==> config.mk <==
export PLATFORM = sky130hd
export DESIGN_NAME = pipe_ctrl
export DESIGN_NICKNAME = d
export VERILOG_FILES = /design/src/rtl/pipe_ctrl.sv
export SDC_FILE = /design/constraint.sdc
export NUM_CORES = 1
export LEC_CHECK = 0
export ABC_CLOCK_PERIOD_IN_PS = 4600
export CORE_MARGIN = 2
export CORE_UTILIZATION = 51
export DETAILED_ROUTE_END_ITERATION = 8
export GPL_TIMING_DRIVEN = 0
export PLACE_DENSITY_LB_ADDON = 0.1
export SYNTH_ARGS = -nofsm -noshare
export SYNTH_HDL_FRONTEND = slang
export SYNTH_SLANG_ARGS = --single-unit
export TNS_END_PERCENT = 100
==> constraint.sdc <==
create_clock -name clk -period 4.6 [get_ports clk]
set_clock_uncertainty 0.2 [all_clocks]
set_input_delay 0.92 -clock clk [delete_from_list [all_inputs] [get_ports clk]]
set_output_delay 0.92 -clock clk [all_outputs]
set_load 0.03 [all_outputs]
==> src/rtl/pipe_ctrl.sv <==
// pipe_ctrl: in-order pipeline controller. Tracks NSTAGE post-issue stages,
// derives per-stage enables from hold requests, selects forwarding sources,
// interlocks on late results, blocks issue after redirects and keeps
// retire/stall performance counters.
module pipe_ctrl #(
    parameter int NSTAGE     = 4,
    parameter int REGW       = 5,
    parameter int LATE_STAGE = 2,
    parameter int REDIR_LAT  = 1,
    parameter int CNT_W      = 64,
    localparam int FW        = $clog2(NSTAGE + 1)
) (
    input  logic              clk,
    input  logic              reset,
    input  logic              in_valid,
    output logic              in_ready,
    input  logic [REGW-1:0]   in_rs1,
    input  logic [REGW-1:0]   in_rs2,
    input  logic [REGW-1:0]   in_rd,
    input  logic              in_wen,
    input  logic              in_late,
    input  logic [NSTAGE-1:0] hold,
    input  logic              redirect,
    output logic [NSTAGE-1:0] stage_valid,
    output logic [NSTAGE-1:0] stage_en,
    output logic [FW-1:0]     fwd_a,
    output logic [FW-1:0]     fwd_b,
    output logic              retire,
    output logic [CNT_W-1:0]  retire_cnt,
    output logic [CNT_W-1:0]  stall_cnt
);

    localparam int RCW = (REDIR_LAT > 0) ? $clog2(REDIR_LAT + 1) : 1;

    // Per-stage tracking state
    logic [NSTAGE-1:0] valid_q, valid_d;
    logic [NSTAGE-1:0] wen_q,   wen_d;
    logic [NSTAGE-1:0] late_q,  late_d;
    logic [REGW-1:0]   rd_q [NSTAGE];
    logic [REGW-1:0]   rd_d [NSTAGE];

    logic [RCW-1:0]    redir_cnt_q, redir_cnt_d;
    logic [CNT_W-1:0]  retire_cnt_q, retire_cnt_d;
    logic [CNT_W-1:0]  stall_cnt_q, stall_cnt_d;

    logic [NSTAGE-1:0] freeze;
    logic              interlock;
    logic              issue;

    // Freeze propagates from a held stage back to every lower-index stage
    always_comb begin
        logic acc;
        acc = 1'b0;
        for (int unsigned i = 0; i < NSTAGE; i++) begin
            acc = acc | hold[NSTAGE-1-i];
            freeze[NSTAGE-1-i] = acc;
        end
    end

    // Forwarding select and late-result interlock; scanning from the highest
    // stage down leaves the youngest (smallest index) match in the output
    always_comb begin
        fwd_a     = '0;
        fwd_b     = '0;
        interlock = 1'b0;
        for (int unsigned i = 0; i < NSTAGE; i++) begin
            int j;
            j = NSTAGE - 1 - int'(i);
            if ((in_rs1 != '0) && valid_q[j] && wen_q[j] && (rd_q[j] == in_rs1)) begin
                fwd_a = FW'(j + 1);
                if (late_q[j] && (j < LATE_STAGE)) interlock = 1'b1;
            end
            if ((in_rs2 != '0) && valid_q[j] && wen_q[j] && (rd_q[j] == in_rs2)) begin
                fwd_b = FW'(j + 1);
                if (late_q[j] && (j < LATE_STAGE)) interlock = 1'b1;
            end
        end
    end

    assign in_ready = !freeze[0] && !interlock && !redirect && (redir_cnt_q == '0);
    assign issue    = in_valid && in_ready;

    // Stage advance: enabled stages take the previous stage or a bubble
    always_comb begin
        valid_d = valid_q;
        wen_d   = wen_q;
        late_d  = late_q;
        rd_d    = rd_q;
        if (!freeze[0]) begin
            valid_d[0] = issue;
            wen_d[0]   = issue && in_wen;
            late_d[0]  = issue && in_late;
            rd_d[0]    = issue ? in_rd : '0;
        end
        for (int unsigned k = 1; k < NSTAGE; k++) begin
            if (!freeze[k]) begin
                if (!freeze[k-1]) begin
                    valid_d[k] = valid_q[k-1];
                    wen_d[k]   = wen_q[k-1];
                    late_d[k]  = late_q[k-1];
                    rd_d[k]    = rd_q[k-1];
                end else begin
                    valid_d[k] = 1'b0;
                    wen_d[k]   = 1'b0;
                    late_d[k]  = 1'b0;
                    rd_d[k]    = '0;
                end
            end
        end
    end

    // Redirect blocks issue for REDIR_LAT further cycles; ignored while stage 0 is frozen
    always_comb begin
        redir_cnt_d = redir_cnt_q;
        if (redirect && !freeze[0]) begin
            redir_cnt_d = RCW'(REDIR_LAT);
        end else if (redir_cnt_q != '0) begin
            redir_cnt_d = redir_cnt_q - RCW'(1);
        end
    end

    // Performance counters, wrapping naturally at CNT_W bits
    always_comb begin
        retire_cnt_d = retire_cnt_q + CNT_W'(retire);
        stall_cnt_d  = stall_cnt_q + CNT_W'(in_valid && !in_ready);
    end

    // State registers with synchronous reset
    always_ff @(posedge clk) begin
        if (reset) begin
            valid_q      <= '0;
            wen_q        <= '0;
            late_q       <= '0;
            for (int unsigned k = 0; k < NSTAGE; k++) rd_q[k] <= '0;
            redir_cnt_q  <= '0;
            retire_cnt_q <= '0;
            stall_cnt_q  <= '0;
        end else begin
            valid_q      <= valid_d;
            wen_q        <= wen_d;
            late_q       <= late_d;
            rd_q         <= rd_d;
            redir_cnt_q  <= redir_cnt_d;
            retire_cnt_q <= retire_cnt_d;
            stall_cnt_q  <= stall_cnt_d;
        end
    end

    assign stage_valid = valid_q;
    assign stage_en    = ~freeze;
    assign retire      = valid_q[NSTAGE-1] && !freeze[NSTAGE-1];
    assign retire_cnt  = retire_cnt_q;
    assign stall_cnt   = stall_cnt_q;

endmodule

=== After elaboration in Yosys (flattened, before gate mapping) ===
Index checks and enable logic that the tools add are counted.

* $add $sub $neg: 3
* Equal/unequal tests: 8
* Muxes and demuxes: 29
* Bitwise logic cells: 5
* Reduce and logical (&&, ||, !) cells: 40

{| class="wikitable"
|+ Operators with widths
! kind !! count
|-
| adder 64 x 1 -> 64 bit || 2
|-
| == test 5 bit || 8
|-
| logical AND 1 bit || 33
|-
| two-way mux 3 bit || 8
|-
| two-way mux 5 bit || 4
|-
| two-way mux 1 bit || 17
|-
| nonzero test 5 bit || 2
|-
| logical NOT 1 bit || 5
|-
| NOT 4 bit || 1
|-
| OR 1 bit || 3
|-
| NOT 1 bit || 1
|-
| subtractor 1 bit (second input constant) || 1
|}

* Bits in registers: 159
* Bits of input ports: 25
* Output and inout bits: 144
* Word-level logic and storage cells: 102

=== Longest topological paths before layout ===
Gate-level depths: netlist of the first run.

* Word-level depth: 18
* Depth in mapped cells: 16
* Mapped depth without buffers: 14

=== Least setup slack after synthesis of the first run ===
Ideal clock, no wire load.

* Kind: input port to flip-flop
* Start: input port hold[3]
* End: register stall_cnt_q[50] (netlist: stall_cnt[50])
* Library setup time: 0.128 ns
* Arrival time: 3.901 ns
* Required time: 4.272 ns
* Setup slack: 0.371 ns
* Cell stages on the path: 15
* Buffers on the path: 3
* Cell sequence: clkbuf_1 or3_1 clkbuf_1 nor2_1 nand3_1 o21a_1 ha_1 ha_1 nand3_1 nor2_1 nand4_1 buf_2 nor3_1 xnor2_1 nor2_1

* Word-level cells in the longest chain between the ends: 10

{| class="wikitable"
|+ Ends and longest elaborated chain
! item !! RTL line !! source
|-
| start: declaration || 22 || <nowiki>input logic [NSTAGE-1:0] hold,</nowiki>
|-
| OR 1 bit (3 in a row) || 55 || <nowiki>acc = acc | hold[NSTAGE-1-i];</nowiki>
|-
| logical NOT 1 bit || 80 || <nowiki>assign in_ready = !freeze[0] && !interlock && !redirect && (redir_cnt_q == '0);</nowiki>
|-
| logical AND 1 bit (3 in a row) || 80 ||
|-
| logical NOT 1 bit || 125 || <nowiki>stall_cnt_d = stall_cnt_q + CNT_W'(in_valid && !in_ready);</nowiki>
|-
| logical AND 1 bit || 125 ||
|-
| adder 64 x 1 -> 64 bit || 125 ||
|-
| end signal: assignment || 145 || <nowiki>stall_cnt_q <= stall_cnt_d;</nowiki>
|-
| end: declaration || 44 || <nowiki>logic [CNT_W-1:0] stall_cnt_q, stall_cnt_d;</nowiki>
|}

Every way passes these cells.
A chain may end at the register's enable or synchronous reset.

=== Final worst setup path of the first run ===
* Start: input port in_rs1[3]
* End: output port in_ready

* Word-level cells in the longest chain between the ends: 15
* Elaborated cells on any way between the ends: 20
* Those cells by class: eq/ne (2); mux (7); reduce/logical (11)

{| class="wikitable"
|+ Ends and longest elaborated chain
! item !! RTL line !! source
|-
| start: declaration || 17 || <nowiki>input logic [REGW-1:0] in_rs1,</nowiki>
|-
| nonzero test 5 bit || 69 || <nowiki>if ((in_rs1 != '0) && valid_q[j] && wen_q[j] && (rd_q[j] == in_rs1)) begin</nowiki>
|-
| logical AND 1 bit (3 in a row) || 69 ||
|-
| two-way mux 1 bit || 69 ||
|-
| two-way mux 1 bit || 75 || <nowiki>if (late_q[j] && (j < LATE_STAGE)) interlock = 1'b1;</nowiki>
|-
| two-way mux 1 bit || 73 || <nowiki>if ((in_rs2 != '0) && valid_q[j] && wen_q[j] && (rd_q[j] == in_rs2)) begin</nowiki>
|-
| two-way mux 1 bit || 71 || <nowiki>if (late_q[j] && (j < LATE_STAGE)) interlock = 1'b1;</nowiki>
|-
| two-way mux 1 bit (*) || 69 ||
|-
| two-way mux 1 bit || 75 ||
|-
| two-way mux 1 bit (*) || 73 ||
|-
| logical NOT 1 bit (*) || 80 ||
|-
| logical AND 1 bit (*) (3 in a row) || 80 ||
|-
| end: declaration || 16 || <nowiki>output logic in_ready,</nowiki>
|}

Every way passes the cells marked *; elsewhere a longest branch is shown, timed or not.

==> reports/qor.json, run 1 <==
{
  "run_status": "completed",
  "pwr-share-comb_pct": 3.6,
  "number_of_enable_type_register_cells_in_the_synthesized_netlist": 0,
  "yosysWarnings": 0,
  "path_clk_slew_ns": 0.06,
  "initial_utilization_pct": 52.1,
  "finish.net_count": 1099,
  "power_density_nw_per_um2": 288,
  "power_switching_share_pct": 22.3,
  "mean_cell_area_of_the_mapped_netlist_sq_um": 8.44,
  "cp_data_required_time_ns": 3.48,
  "ant_nets": 0,
  "grt_max_degree": 17,
  "fp.dieW_microns": 126,
  "synth_top_area_cell": "dfxtp_1",
  "dr_total_vias": 6828,
  "hold_class": "reg -> reg",
  "worstSetupEndpointType": "output pin",
  "synthSimpleGateAreaFrac_pct": 30.6,
  "cts.sink_count": 159,
  "remaining_global_route_overflow": 0,
  "worst-setup-path-type": "in -> out",
  "critPathMaxStageDelay_ns": 0.56,
  "synth_top_cells_by_count": "dfxtp_1, nor2_1, xnor2_1",
  "synth_fa_ha_area_share_pct": 0.664,
  "net-switching-power_uw": 640,
  "p_seq_share_pct": 48.1,
  "netlist-cell-type-count": 42,
  "clockRootBuffer": "clkbuf_16",
  "count_of_hold_buffers_inserted_by_post_cts_repair": 0,
  "ys_top_cells_by_area": "dfxtp_1, xnor2_1, nor2_1",
  "holdWs_ns": 0.281,
  "synth.ff_latch_count": 159,
  "diodes": 0,
  "design.die.area_sq_um": 15800,
  "relSlewSlack_pct": 56.9,
  "die-height_microns": 126,
  "vias_per_cell": 5.39,
  "synth_nets": 923,
  "finalMaxSlewViolations": 0,
  "drt_iter0_drc": 386,
  "post_synth_mux_area_share_pct": 0,
  "vias_in_the_first_global_route": 6294,
  "layout_cells_sized_above_1_pct": 6.83,
  "power.ir.vdd_worst_v": 0.000248,
  "holdPathStages": 2,
  "cts_buffer_depth": 2,
  "post_synth_instance_area_sq_um": 7540,
  "finalHoldViolations": 0,
  "yosysTopAreaCellShare_pct": 42.2,
  "route.final.wire_length_mm": 18.9,
  "number_of_cell_instances_on_the_worst_register_to_register_path": 14,
  "cts_tree": "built",
  "timing.critical_path.slowest_stage_cell": "clkdlybuf4s50_1",
  "synth-compound-area-share_pct": 5.39,
  "ys_async_rst_share_pct": 0,
  "ys.flop_type": "dfxtp_1",
  "seq_area_frac_synth_pct": 42.2,
  "drt-wirelength-per-cell_microns": 15.0,
  "setup_violations": 0,
  "drt_first_pass_iters": 5,
  "worst_slew_pin_slew_ns": 0.641,
  "drc": 0,
  "total_of_buffers_placed_on_input_and_output_ports": 155,
  "synth-xor-area-share_pct": 16.8,
  "crit_family": "simple AND/OR/NAND/NOR gates",
  "cts_max_level": 4,
  "power_leakage_uw": 0.00309,
  "internal-power_uw": 2230,
  "coreArea_sq_um": 14500,
  "timing.max_cap.violations": 0,
  "numCtsBuffers": 17,
  "p_total_uw": 2870,
  "wire_length_of_the_first_global_routing_pass_mm": 31.0,
  "grt_antenna_before_repair": 0,
  "synth_top_family_by_area": "simple AND/OR/NAND/NOR gates",
  "syn_inst": 894,
  "path_max_fanout": 5,
  "arrival_ns": 3.33,
  "min_period_ns": 4.45,
  "cp.depth": 8,
  "dpl.hpwl_mm": 13.7,
  "fmax_mhz": 225,
  "insertion_delay_ns": 0.41,
  "postLayoutCoreUtil_pct": 68.7,
  "syn2layout_area_growth_pct": 31.8,
  "rsz_0062_raised_after_global_routing": "yes",
  "worst_setup_path_start_kind": "primary input",
  "placement_rows": 44,
  "post-route-period-util_pct": 96.8,
  "grt_use_total_pct": 23.7,
  "gp_congestion": 0.844,
  "synth_most_common_cell": "dfxtp_1",
  "timing.critical_path.buf_inv": 2,
  "clockPowerShare_pct": 48.3,
  "crit_path_cell_trace": "clkdlybuf4s50_1, or4_1, nor2_2, nor3_2, o21ai_1, nand3_1, nor2_1, dlygate4sd2_1",
  "floorplan.io_pins": 169
}
==> per-layer routing <==
| layer | routed length, microns | track usage (%) |
|---|---|---|
| met1 | 8920 | 32.6 |
| met2 | 8730 | 37.9 |
| met3 | 1100 | 5.14 |
| met4 | 199 | 6.41 |
| met5 | 0 | 0 |
==> stage by stage <==
| step | setup WS (ns) | TNS, ns | cells | area (sq um) |
|---|---|---|---|---|
| after floorplan | 0.371 | 0 | 894 | 7540 |
| after global placement | -0.718 | -14.10 | 1233 | 9320 |
| after detailed placement | -0.706 | -14.23 | 1233 | 9320 |
| after CTS | 0.0652 | 0 | 1267 | 9920 |
| after global routing | -0.0532 | -0.212 | 1267 | 9940 |
| final | 0.148 | 0 | 1267 | 9940 |
==> final cells by class <==
cell class | count | area (sq um)
buffer | 45 | 209
clock buffer | 19 | 443
clock inverter | 13 | 139
fill | 1239 | 4540
inverter | 30 | 113
multi-input combinational | 660 | 4060
sequential | 159 | 3180
tap | 184 | 230
timing repair buffer | 157 | 1560
==> cells by family (layout without fill, tap and decap cells) <==
family / after synthesis / count (layout)
adder cells (fa/ha/maj): 4 / 4
XOR/XNOR: 145 / 145
buffers and inverters: 75 / 264
AO/OA/AOI/OAI: 72 / 72
flip-flops: 159 / 159
AND/OR/NAND/NOR: 439 / 439
==> registers in the layout, indices dropped and copies added (netlist names) <==
name / cells
late_q: 2
stall_cnt: 64
retire_cnt: 64
stage_valid: 4
rd_q: 20
wen_q: 4
redir_cnt_q: 1
==> power groups by stage <==
stage / registers [uW] / clock network (uW) / logic (uW)
final: 1380 / 1390 / 102
after global placement: 1410 / 0 / 101
after CTS: 1380 / 1400 / 102
after floorplan: 1410 / 0 / 60.2
after detailed placement: 1410 / 0 / 102
after global routing: 1380 / 1460 / 111
==> timing repair <==
item,4_1_cts,5_1_grt
setup endpoints to repair,18,28
gates resized for setup,3,5
pin swaps,1,0
buffers inserted,2,0
endpoints found under the hold margin,0,0
==> worst register-to-register path: stages, from the launching register on <==
cell and delay (ns):
dfxtp_1 0.44, xnor2_1 0.15, nand4_1 0.09, nor3_1 0.36, o21ai_1 0.22, nand3_1 0.15
o21a_1 0.12, ha_1 0.19, ha_1 0.21, nand3_1 0.21, nor4_2 0.53, nand4_1 0.33
nor2_1 0.20, xnor2_1 0.14, nor2_1 0.05
==> path summary, 6_finish.rpt <==
kind / start / slack [ns] / endpoint
min reg2reg: wen_q[2] / 0.28 / wen_q[2]
max: in_rs1[3] / 0.15 / in_ready
max reg2reg: rd_q[16] / 0.88 / stall_cnt[26]
min: wen_q[2] / 0.28 / wen_q[2]
==> layout by cell type, fill, tap and decap left out, types with 3 or more instances in the layout <==
cell / synthesis / final
nor2b_1: 6 / 6
or4_1: 5 / 5
nor4_1: 17 / 15
nor3_2: 8 / 10
nand3b_1: 7 / 7
clkbuf_1: 31 / 32
nand3_1: 43 / 43
and4_1: 10 / 10
buf_6: 4 / 4
clkbuf_16: 0 / 17
and3_1: 10 / 10
a22o_1: 7 / 7
nand2_1: 60 / 60
clkinv_2: 0 / 3
nor4_2: 10 / 12
xnor2_1: 108 / 108
or3_1: 17 / 17
buf_2: 8 / 8
a21oi_1: 41 / 41
nor2_1: 147 / 146
nor3b_1: 14 / 14
o21ai_0: 16 / 15
nor3_1: 37 / 35
clkdlybuf4s50_1: 0 / 153
ha_1: 4 / 4
clkinvlp_4: 0 / 5
nand4_1: 34 / 34
xor2_1: 37 / 37
inv_1: 29 / 29
and2_1: 5 / 5
dfxtp_1: 159 / 159
(Power assumes the default switching activity.)
==> run 2: changes to the inputs <==
Settings changed: CAP_MARGIN set to 15, CORE_UTILIZATION 51 to 40.
==> reports/qor.json, run 2 (synthesis results as in run 1) <==
{
  "run_status": {"value": "completed", "change": "unchanged"},
  "vias_in_the_first_global_route": {"value": 6143, "change": "was 6294"},
  "coreArea": {"value": 18600, "unit": "sq um", "change": "was 14500 sq um"},
  "drt_first_pass_iters": {"value": 5, "change": "unchanged"},
  "placement_rows": {"value": 50, "change": "was 44"},
  "min_period": {"value": 4.37, "unit": "ns", "change": "was 4.45 ns"},
  "numCtsBuffers": {"value": 17, "change": "unchanged"},
  "clockRootBuffer": {"value": "clkbuf_16", "change": "unchanged"},
  "cts.sink_count": {"value": 159, "change": "unchanged"},
  "final-instance-count-excl-fill": {"value": 1315, "change": "was 1267"},
  "insertion_delay": {"value": 0.42, "unit": "ns", "change": "was 0.41 ns"},
  "internal-power": {"value": 2350, "unit": "uW", "change": "was 2230 uW"},
  "path_clk_slew": {"value": 0.06, "unit": "ns", "change": "about the same"},
  "finalMaxSlewViolations": {"value": 0, "change": "unchanged"},
  "layout.cells.most_common": {"value": "dfxtp_1", "change": "unchanged"},
  "numPlacedInstances": {"value": 1283, "change": "was 1233"},
  "vias_per_cell": {"value": 5.10, "change": "was 5.39"},
  "route.final.wire_length": {"value": 20.0, "unit": "mm", "change": "was 18.9 mm"},
  "initial_utilization": {"value": 40.6, "unit": "%", "change": "was 52.1%"},
  "worstReg2RegStart": {"value": "rd_q[19]", "change": "was rd_q[16]"},
  "worst_slew_pin_slew": {"value": 0.676, "unit": "ns", "change": "was 0.641 ns"},
  "design.die.area": {"value": 20000, "unit": "sq um", "change": "was 15800 sq um"},
  "wire_length_of_the_first_global_routing_pass": {"value": 32.2, "unit": "mm", "change": "was 31.0 mm"},
  "total_of_buffers_placed_on_input_and_output_ports": {"value": 155, "change": "unchanged"},
  "post-route-period-util": {"value": 95.1, "unit": "%", "change": "was 96.8%"},
  "relSlewSlack": {"value": 54.9, "unit": "%", "change": "was 56.9%"},
  "hold_start": {"value": "wen_q[2]", "change": "unchanged"},
  "hold_class": {"value": "reg -> reg", "change": "unchanged"},
  "power_density": {"value": 296, "unit": "nW/um^2", "change": "was 288 nW/um^2"},
  "crit-reg2reg-capture": {"value": "stall_cnt[26]", "change": "unchanged"},
  "holdPathStages": {"value": 2, "change": "unchanged"},
  "pwr-share-comb": {"value": 3.5, "unit": "%", "change": "was 3.6%"},
  "grt_use_total": {"value": 20.1, "unit": "%", "change": "was 23.7%"},
  "fmax": {"value": 229, "unit": "MHz", "change": "was 225 MHz"},
  "postLayoutCoreUtil": {"value": 54.1, "unit": "%", "change": "was 68.7%"},
  "path_max_fanout": {"value": 6, "change": "was 5"},
  "drt_iter0_drc": {"value": 307, "change": "was 386"},
  "grt_max_degree": {"value": 17, "change": "unchanged"},
  "power_switching_share": {"value": 21.1, "unit": "%", "change": "was 22.3%"},
  "cts_tree": {"value": "built", "change": "unchanged"},
  "diodes": {"value": 0, "change": "unchanged"},
  "syn2layout_area_growth": {"value": 33.4, "unit": "%", "change": "was 31.8%"},
  "worst-setup-path-type": {"value": "in -> reg", "change": "was in -> out"},
  "dpl.hpwl": {"value": 14.3, "unit": "mm", "change": "was 13.7 mm"},
  "finalHoldViolations": {"value": 0, "change": "unchanged"},
  "finish.net_count": {"value": 1099, "change": "unchanged"},
  "net-switching-power": {"value": 628, "unit": "uW", "change": "was 640 uW"},
  "die-height": {"value": 141, "unit": "microns", "change": "was 126 microns"},
  "most-common-layout-cells": {"value": "dfxtp_1, clkdlybuf4s50_1, nor2_1, xnor2_1, nand2_1", "change": "unchanged"},
  "arrival": {"value": 4.46, "unit": "ns", "change": "was 3.33 ns"},
  "timing.reg2reg.setup_slack": {"value": 0.81, "unit": "ns", "change": "was 0.88 ns"},
  "p_seq_share": {"value": 46.4, "unit": "%", "change": "was 48.1%"},
  "worstSetupEndpointType": {"value": "register", "change": "was output pin"},
  "drt-wirelength-per-cell": {"value": 15.2, "unit": "microns", "change": "was 15.0 microns"},
  "setup_violations": {"value": 0, "change": "unchanged"},
  "dr_total_vias": {"value": 6706, "change": "was 6828"},
  "power_leakage": {"value": 0.00313, "unit": "uW", "change": "was 0.00309 uW"},
  "drc": {"value": 0, "change": "unchanged"},
  "floorplan.io_pins": {"value": 169, "change": "unchanged"},
  "worstHoldEndpoint": {"value": "wen_q[2]", "change": "unchanged"},
  "clockPowerShare": {"value": 50.2, "unit": "%", "change": "was 48.3%"},
  "layout_cells_sized_above_1": {"value": 6.57, "unit": "%", "change": "was 6.83%"},
  "cp_data_required_time": {"value": 4.69, "unit": "ns", "change": "was 3.48 ns"},
  "rsz_0062_raised_after_global_routing": {"value": "yes", "change": "unchanged"},
  "power.ir.vdd_worst": {"value": 0.000217, "unit": "V", "change": "was 0.000248 V"},
  "gp_congestion": {"value": 0.785, "change": "was 0.844"},
  "remaining_global_route_overflow": {"value": 0, "change": "unchanged"},
  "number_of_cell_instances_on_the_worst_register_to_register_path": {"value": 14, "change": "unchanged"},
  "cts_buffer_depth": {"value": 2, "change": "unchanged"},
  "fp.dieW": {"value": 141, "unit": "microns", "change": "was 126 microns"},
  "grt_antenna_before_repair": {"value": 0, "change": "unchanged"},
  "ant_nets": {"value": 0, "change": "unchanged"},
  "cts_max_level": {"value": 4, "change": "unchanged"},
  "worst_setup_path_start_kind": {"value": "primary input", "change": "unchanged"},
  "timing.max_cap.violations": {"value": 0, "change": "unchanged"}
}
-- run 2: changes by cell type in the layout (fill, tap and decap cells not counted), sizes merged --
cell / delta
bufinv: +2
clkbuf: +2
clkinv: -5
clkinvlp: -1
dlygate4sd2: -1
dlymetal6s2s: +1
-- run 2: how the worst max path moves through the flow --
stage / from / slack (ns) / endpoint / cells past startpoint
floorplan: hold[3] / 0.37 / stall_cnt[50] / 15
global placement: in_rs1[3] / -0.79 / stall_cnt[42] / 16
detailed placement: in_rs1[3] / -0.83 / stall_cnt[54] / 16
CTS: in_rs1[3] / 0.01 / fwd_a[2] / 7
global route: in_rs1[3] / -0.02 / stall_cnt[26] / 15
finish: in_rs1[3] / 0.23 / stall_cnt[26] / 15
-- run 2: critical path, cell delays in order --
cell and delay (ns):
clkdlybuf4s50_1 0.63, or4_1 0.20, nor2_4 0.06, nor3_2 0.36, o21ai_1 0.15, nand3_1 0.14
o21a_1 0.12, ha_1 0.20, ha_1 0.20, nand3_1 0.23, nor4_2 0.54, nand4_1 0.33
nor2_1 0.20, xnor2_1 0.13, nor2_1 0.06
-- run 2: layout make-up --
class	count	area, sq um
Clock inverter	9	159
Fill cell	1775	8520
Inverter	30	113
Sequential cell	159	3180
Clock buffer	21	460
Tap cell	234	293
Buffer	45	209
Timing Repair Buffer	157	1580
Multi-Input combinational cell	660	4060
-- run 2: layer usage --
metal | GRT usage, % | wire length [microns] | vias up
li1 | - | - | 3388
met1 | 27.8 | 9560 | 3150
met2 | 32.4 | 9280 | 151
met3 | 3.85 | 882 | 17
met4 | 5.53 | 238 | 0
met5 | 0 | 0 | -
-- run 2: power by group through the flow --
| stage | Clock [uW] | Combinational (uW) | Sequential [uW] |
|---|---|---|---|
| global route | 1590 | 113 | 1380 |
| finish | 1490 | 103 | 1380 |
| floorplan | 0 | 60.2 | 1410 |
| detailed placement | 0 | 104 | 1410 |
| CTS | 1530 | 104 | 1380 |
| global placement | 0 | 103 | 1410 |
-- run 2: stage by stage --
stage,setup slack [ns],cell area (sq um),hold slack [ns],total power [uW],setup TNS [ns]
after floorplan,0.371,7540,0.240,1470,0
after CTS,0.0105,10000,0.278,3010,0
after global placement,-0.786,9390,0.265,1510,-15.51
final,0.226,10100,0.279,2980,0
after detailed placement,-0.830,9390,0.269,1510,-16.88
after global routing,-0.0244,10100,0.290,3080,-0.0525
-- run 2: timing repair --
item | in CTS | in global routing
hold buffers | 0 | 0
setup endpoints to repair | 18 | 23
setup buffers | 2 | 0
pin swaps | 1 | 0
gates resized for setup | 2 | 7
